**config.mk**
```make
export PLATFORM = sky130hd
export DESIGN_NAME = ysyx_25010008_ifu
export DESIGN_NICKNAME = d
export VERILOG_FILES = /design/src/rtl/ysyx_25010008_ifu.sv
export SDC_FILE = /design/constraint.sdc
export NUM_CORES = 1
export LEC_CHECK = 0
export BUFFER_PORTS_ARGS = -buffer_cell sky130_fd_sc_hd__buf_2
export CAP_MARGIN = 5
export CORE_MARGIN = 8
export CORE_UTILIZATION = 24
export CTS_CLUSTER_DIAMETER = 50
export DETAILED_ROUTE_END_ITERATION = 16
export RECOVER_POWER = 25
export SYNTH_ARGS = -nofsm -noshare
export SYNTH_HDL_FRONTEND = slang
export SYNTH_SLANG_ARGS = --single-unit
```
**constraint.sdc**
```tcl
create_clock -name clk -period 2.13 [get_ports clk]
set_clock_uncertainty 0.15 [all_clocks]
set_input_delay 0.1065 -clock clk [delete_from_list [all_inputs] [get_ports clk]]
set_output_delay 0.1065 -clock clk [all_outputs]
set_load 0.02 [all_outputs]
```
**src/rtl/ysyx_25010008_ifu.sv**
```systemverilog
// Instruction fetch unit: holds the PC, issues one read per instruction, hands the word to the decoder.
// Latency: 4 cycles fetch-to-fetch (REQ, WAIT, ISSUE, EXEC) with zero-wait memory and same-cycle commit.
// Backpressure: arvalid/araddr held until arready; one read outstanding; stalls in EXEC until commit.
//
// Ports:
//   clk, rst_n                      clock and asynchronous active-low reset
//   imem_arvalid/araddr/arready     read address channel (araddr always mirrors pc)
//   imem_rvalid/rdata/rresp/rready  read data channel (rready only while waiting for data)
//   inst, ivalid, pc                fetched word to the decoder, ivalid is a one-cycle pulse
//   commit, next_pc, halt           retirement of the current instruction from execute/writeback
//   halted, fetch_fault             terminal status flags, cleared only by reset
module ysyx_25010008_ifu #(
  parameter logic [31:0] RESET_PC = 32'h8000_0000,
  parameter int unsigned TIMEOUT  = 256
) (
  input  logic        clk,
  input  logic        rst_n,
  output logic        imem_arvalid,
  output logic [31:0] imem_araddr,
  input  logic        imem_arready,
  input  logic        imem_rvalid,
  input  logic [31:0] imem_rdata,
  input  logic [1:0]  imem_rresp,
  output logic        imem_rready,
  output logic [31:0] inst,
  output logic        ivalid,
  output logic [31:0] pc,
  input  logic        commit,
  input  logic [31:0] next_pc,
  input  logic        halt,
  output logic        halted,
  output logic        fetch_fault
);

  localparam logic [2:0] S_IDLE  = 3'd0;
  localparam logic [2:0] S_REQ   = 3'd1;
  localparam logic [2:0] S_WAIT  = 3'd2;
  localparam logic [2:0] S_ISSUE = 3'd3;
  localparam logic [2:0] S_EXEC  = 3'd4;
  localparam logic [2:0] S_HALT  = 3'd5;
  localparam logic [2:0] S_FAULT = 3'd6;

  // The wait timer is 8 bits wide: the last legal count is TIMEOUT-1,
  // clamped so that TIMEOUT values above 256 saturate at 255.
  localparam int unsigned TLIM_I = (TIMEOUT > 256) ? 255 :
                                   ((TIMEOUT < 1) ? 0 : (TIMEOUT - 1));
  localparam logic [7:0]  TLIM   = 8'(TLIM_I);

  logic [2:0]  state;
  logic [31:0] pc_q;
  logic [31:0] inst_q;
  logic [7:0]  timer;

  always_ff @(posedge clk or negedge rst_n) begin
    if (!rst_n) begin
      state  <= S_IDLE;
      pc_q   <= RESET_PC;
      inst_q <= '0;
      timer  <= '0;
    end else begin
      case (state)
        S_IDLE: state <= S_REQ;

        S_REQ: begin
          if (imem_arready) begin
            state <= S_WAIT;
            timer <= '0;
          end
        end

        S_WAIT: begin
          timer <= timer + 8'd1;
          // A response arriving on the timeout cycle still wins.
          if (imem_rvalid) begin
            if (imem_rresp == 2'b00) begin
              inst_q <= imem_rdata;
              state  <= S_ISSUE;
            end else begin
              state <= S_FAULT;
            end
          end else if (timer == TLIM) begin
            state <= S_FAULT;
          end
        end

        S_ISSUE: state <= S_EXEC;

        S_EXEC: begin
          if (commit) begin
            if (halt) begin
              state <= S_HALT;
            end else begin
              // pc takes the new target even when misaligned, so the
              // fault status reports the offending address.
              pc_q  <= next_pc;
              state <= (next_pc[1:0] != 2'b00) ? S_FAULT : S_REQ;
            end
          end
        end

        S_HALT:  state <= S_HALT;
        S_FAULT: state <= S_FAULT;

        // Unreachable encoding: park in FAULT rather than fetch garbage.
        default: state <= S_FAULT;
      endcase
    end
  end

  assign imem_arvalid = (state == S_REQ);
  assign imem_araddr  = pc_q;
  assign imem_rready  = (state == S_WAIT);
  assign ivalid       = (state == S_ISSUE);
  assign inst         = inst_q;
  assign pc           = pc_q;
  assign halted       = (state == S_HALT);
  assign fetch_fault  = (state == S_FAULT);

endmodule

```
== After elaboration in Yosys (flattened, before gate mapping) ==
Cells that the tools add are included.

* Output and inout port bits: 101
* Input port bits: 72
* Register bits after elaboration: 75
* Logic and storage cells: 34

* Bitwise gates (word level): 1
* Muxes and demuxes: 10
* Add/sub/neg operators: 1
* Reductions and logical operators: 8
* Eq/ne operators: 10

{| class="wikitable"
|+ Operator list
! cell !! count
|-
| two-way mux 3 bit || 7
|-
| case mux 3 bit (6 select lines) || 1
|-
| case mux 8 bit (2 select lines) || 1
|-
| == test 3 bit, second input constant || 3
|-
| AND reduction 3 bit || 3
|-
| adder 8 x 1 -> 8 bit, second input constant || 1
|-
| == test 8 bit, second input constant || 1
|-
| two-way mux 8 bit || 1
|-
| == test 3 x 2 -> 1 bit, second input constant || 2
|-
| nonzero test 2 bit || 2
|-
| == test 3 x 1 -> 1 bit, second input constant || 1
|-
| zero test 3 bit || 1
|-
| inequality test 3 x 2 -> 1 bit, second input constant || 1
|-
| zero test 2 bit || 1
|-
| inequality test 2 x 1 -> 1 bit, second input constant || 1
|-
| inequality test 2 bit, second input constant || 1
|-
| AND reduction 2 bit || 1
|-
| NOT 1 bit || 1
|}

== Longest topological paths before layout ==
* Depth after elaboration: 5
* Gate-level depth with buffers: 7
* Mapped depth without buffers: 4

== Least setup slack after synthesis ==
No wires, ideal clock.

* Path kind: register to register
* From: register state[2]
* To: register inst_q[10], in the netlist inst[10]
* Setup slack: 0.196 ns
* Clock period less this slack: 1.934 ns
* Stages on the path, launching flop included: 8
* Library setup time: 0.125 ns
* Path buffers: 3
* Arrival: 1.659 ns
* Data required time: 1.855 ns
* Path through: dfrtp_1 > buf_6 > or3b_1 > buf_6 > clkinv_4 > nand3_4 > buf_6 > mux2_4

* Word-level cells in the longest chain between the ends: 2

{| class="wikitable"
|+ Ends and longest elaborated chain
! what !! RTL line !! RTL
|-
| start: declaration || 49 || <nowiki>logic [2:0] state;</nowiki>
|-
| start signal: assignment || 96 || <nowiki>state <= (next_pc[1:0] != 2'b00) ? S_FAULT : S_REQ;</nowiki>
|-
| == test 3 x 2 -> 1 bit || -- ||
|-
| via imem_rready || 24 || <nowiki>output logic imem_rready,</nowiki>
|-
| AND reduction 3 bit (no source line) || -- ||
|-
| end signal: assignment || 76 || <nowiki>inst_q <= imem_rdata;</nowiki>
|-
| end: declaration || 51 || <nowiki>logic [31:0] inst_q;</nowiki>
|}

The timed path passes the listed nets, and every way through them passes these cells.
A chain may end at the register's enable or synchronous reset.

== Worst setup path after layout ==
* From: register state[1]
* To: register inst_q[19], in the netlist inst[19]

* Word-level cells in the longest chain between the ends: 2

{| class="wikitable"
|+ Ends and longest elaborated chain
! what !! RTL line !! RTL
|-
| == test 3 x 2 -> 1 bit || 61 || <nowiki>case (state)</nowiki>
|-
| AND reduction 3 bit (no source line) || -- ||
|}

No other way between the ends.

==> results.md <==
Routing
* **highest routing layer actually used** met4
* **number of vias in the routed layout** 2605
* **DRC marker count from the first detailed-route iteration** 79
* **post-detailed-routing wire length** 9452 um
* **routed length on met1** 3655 um
* **post-DR wirelength/cell** 14.89 um
* **vias per cell** 4.102
* **met2 layer wire length in the routed design** 4693 um
* **met3 wire length** 892 um
* **number of nets with antenna violations after detailed routing** 0
* **first drt pass iteration count** 4
* **drt drc** 0

Setup path
* **peak fanout along the critical path** 32
* **crit start category** flip-flop
* **worst setup path startpoint** state[1]
* **startpoint of the worst register-to-register path** state[1]
* **Critical Path RT** 2.19 ns
* **critical path start-end classification** flip-flop to flip-flop
* **arrival time at the worst endpoint** 1.92 ns
* **endpoint kind of the worst setup timing path** flip-flop

Timing
* **number of endpoints failing setup at the final stage** 0
* **Hold Violations, Final** 0
* **transition at the pin with the smallest max-transition slack** 0.8689 ns
* **final critical-path share of the clock period** 0.8716
* **worst relative slew slack** 0.4208
* **final count of pins violating max slew** 0
* **maximum clock frequency** 538.6 MHz
* **Fin Setup TNS** 0 ns
* **least setup slack across all paths after layout** 0.2734 ns
* **setup repair after global routing missed its margin** no
* **post-route minimum period** 1.857 ns

Power
* **Cell Pwr Density** 622.1 nW/um2
* **Max IR drop VDD** 0.2739 mV
* **total leakage power** 2.720 nW

Flow run
* **number of max-capacitance violations reported** 0

Floorplan
* **DIE HEIGHT** 134.6 um
* **initial cell density of the core** 0.2440
* **full die area** 18110 um2
* **Std-Cell Core Area** 13830 um2
* **number of top-level design ports** 173
* **width of the die** 134.6 um
* **std cell rows** 43

Yosys
* **fraction of synthesis flops using an asynchronous set or reset pin** 1.000
* **netlist area before placement** 3373 um2
* **top post-synthesis cells by area** sky130_fd_sc_hd__dfrtp_1, sky130_fd_sc_hd__mux2_4, sky130_fd_sc_hd__mux2_2
* **library cells used by synthesis** 32
* **number of synthesized flops with an enable pin** 0
* **top_reg_cell synth** sky130_fd_sc_hd__dfrtp_1
* **sequential area share after synthesis** 0.5568
* **cell type with the largest total area after synthesis** sky130_fd_sc_hd__dfrtp_1
* **number of standard cells after synthesis** 231
* **fraction of synthesized cell area taken by the top area cell type** 0.5490
* **post-synthesis area per instance** 14.60 um2
* **Syn Nets** 304
* **flops & latches, synth** 75
* **number of warning messages in the yosys log** 0

Global route
* **total routing resource utilization after global routing** 0.1053
* **wire length of the first global-routing pass** 14990 um
* **vias in the first global route** 2909
* **initial antenna violation count** 0
* **total gr overflow** 0
* **largest net degree at the start of global routing** 70

Final layout
* **share of post-route cells with drive strength above 1** 0.4374
* **# nets final** 524
* **number of antenna cells inserted** 0
* **Layout area overhead** 51.89%

Clock network
* **deepest clock path buffer count** 2
* **PostCTS Resize Cnt** 0
* **clock insertion delay at the later pin of the skew report** 0.33 ns
* **CTS clock-pin slew for the worst setup and hold paths** 0.05 ns
* **level count of the clock H-tree** 3
* **CTS sink count** 75
* **clock root buffer master** sky130_fd_sc_hd__clkbuf_16
* **TritonCTS clock tree** yes
* **number of CTS-inserted buffers** 9

Hold path
* **Worst Min Path Start** imem_arready
* **path type of the worst min-delay path** input pin to flip-flop

Place
* **detailed placer's ending HPWL** 6409 um
* **final weighted congestion in routability-driven placement** 0.7577
* **Placement Setup Slack** 0.2719 ns
* **count of input and output buffers** 172

Run status
* **run status** complete, no violations

## critical path: stages (launching register included)
cell and delay [ns]:
sky130_fd_sc_hd__dfrtp_1 0.41, sky130_fd_sc_hd__or3b_1 0.44, sky130_fd_sc_hd__clkinv_4 0.12, sky130_fd_sc_hd__nand3_4 0.09, sky130_fd_sc_hd__buf_12 0.21, sky130_fd_sc_hd__mux2_4 0.32
## placed cells by master, fill, tap and decap left out, drive strengths merged, types with 2 or more instances in the layout
| master | netlist | routed |
|---|---|---|
| a21oi | 6 | 6 |
| nor3b | 4 | 4 |
| nand4 | 3 | 3 |
| buf | 41 | 117 |
| nand3 | 3 | 3 |
| or3b | 2 | 2 |
| nand2 | 6 | 6 |
| clkbuf | 0 | 75 |
| dfrtp | 74 | 74 |
| and3 | 4 | 4 |
| mux2i | 3 | 3 |
| o21a | 3 | 3 |
| o21ai | 2 | 2 |
| inv | 2 | 2 |
| mux2 | 64 | 64 |
| clkinv | 1 | 3 |
| dlygate4sd3 | 0 | 71 |
| nand3b | 2 | 2 |
## Yosys cell counts, drive strengths merged (2+ instances only)
| library cell | number |
|---|---|
| and3 | 4 |
| o21ai | 2 |
| nand3b | 2 |
| mux2 | 64 |
| mux2i | 3 |
| nand3 | 3 |
| nand4 | 3 |
| buf | 41 |
| inv | 2 |
| a21oi | 6 |
| dfrtp | 74 |
| nor3b | 4 |
| nand2 | 6 |
| or3b | 2 |
| o21a | 3 |
## path summary, 6_finish.rpt
kind                                    to  slack, ns  cells past startpoint
setup / recovery                  inst[19]       0.27                      5
hold / removal                    state[0]       0.09                      4
setup reg to reg                  inst[19]       0.27                      5
hold reg to reg                   timer[6]       0.31                      1
max in group asynchronous         state[2]       0.92                      3
min in group asynchronous  imem_araddr[24]       0.28                      2
## repair_timing
item,in CTS,in global routing
hold buffers,71,0
hold endpoints to repair,132,0
endpoints found under the setup margin,0,0
setup buffers,0,0
## layout make-up
| type | count | area [um2] |
|---|---|---|
| Fill cell | 1324 | 8703 |
| Sequential cell | 75 | 1878 |
| Timing Repair Buffer | 250 | 1562 |
| Multi-Input combinational cell | 112 | 1162 |
| Clock buffer | 13 | 270.3 |
| Tap cell | 180 | 225.2 |
| Inverter | 3 | 16.27 |
| Clock inverter | 2 | 10.01 |
## per-stage QoR
| stage | power (mW) | area (um2) | utilization | hold slack [ns] | cells |
|---|---|---|---|---|---|
| floorplan | 1.568 | 3373 | - | -0.3391 | 231 |
| global placement | 1.691 | 4210 | 0.3045 | 0.1176 | 549 |
| detailed placement | 1.699 | 4210 | 0.3045 | 0.1392 | 549 |
| CTS | 3.267 | 5201 | 0.3762 | 0.05413 | 635 |
| global route | 3.355 | 5124 | 0.3706 | 0.1046 | 635 |
| finish | 3.187 | 5124 | 0.3706 | 0.09161 | 635 |
## power by group
group          switching, mW  internal (mW)  total (mW)  leakage, nW
combinational          0.120          0.174       0.294         1.57
clock                  0.545          0.873        1.42        0.141
sequential            0.0211           1.45        1.47         1.01
## flip-flops by register name, summed over array words and instances (netlist names)
register     count
timer            8
inst            32
state            3
imem_araddr     32
## kinds of logic (layout without fill, tap and decap cells)
kind of cell               count (synthesis)  in the layout  synth area share
and+or+nand+nor                           28             28           0.05527
buffers and inverters                     44            268           0.09866
muxes                                     67             67            0.2548
AOI/OAI and AO/OA                         16             16           0.03079
DFF                                       75             75            0.5568
adders and majority gates                  1              1          0.003709
## routing by layer
layer / vias to the layer above / GRT usage
met3: 14 / 0.04235
met4: 0 / 0.05490
met1: 1240 / 0.1073
met5: - / 0
li1: 1224 / -
met2: 127 / 0.1826
Note: power is estimated with default switching activity, not from simulation.
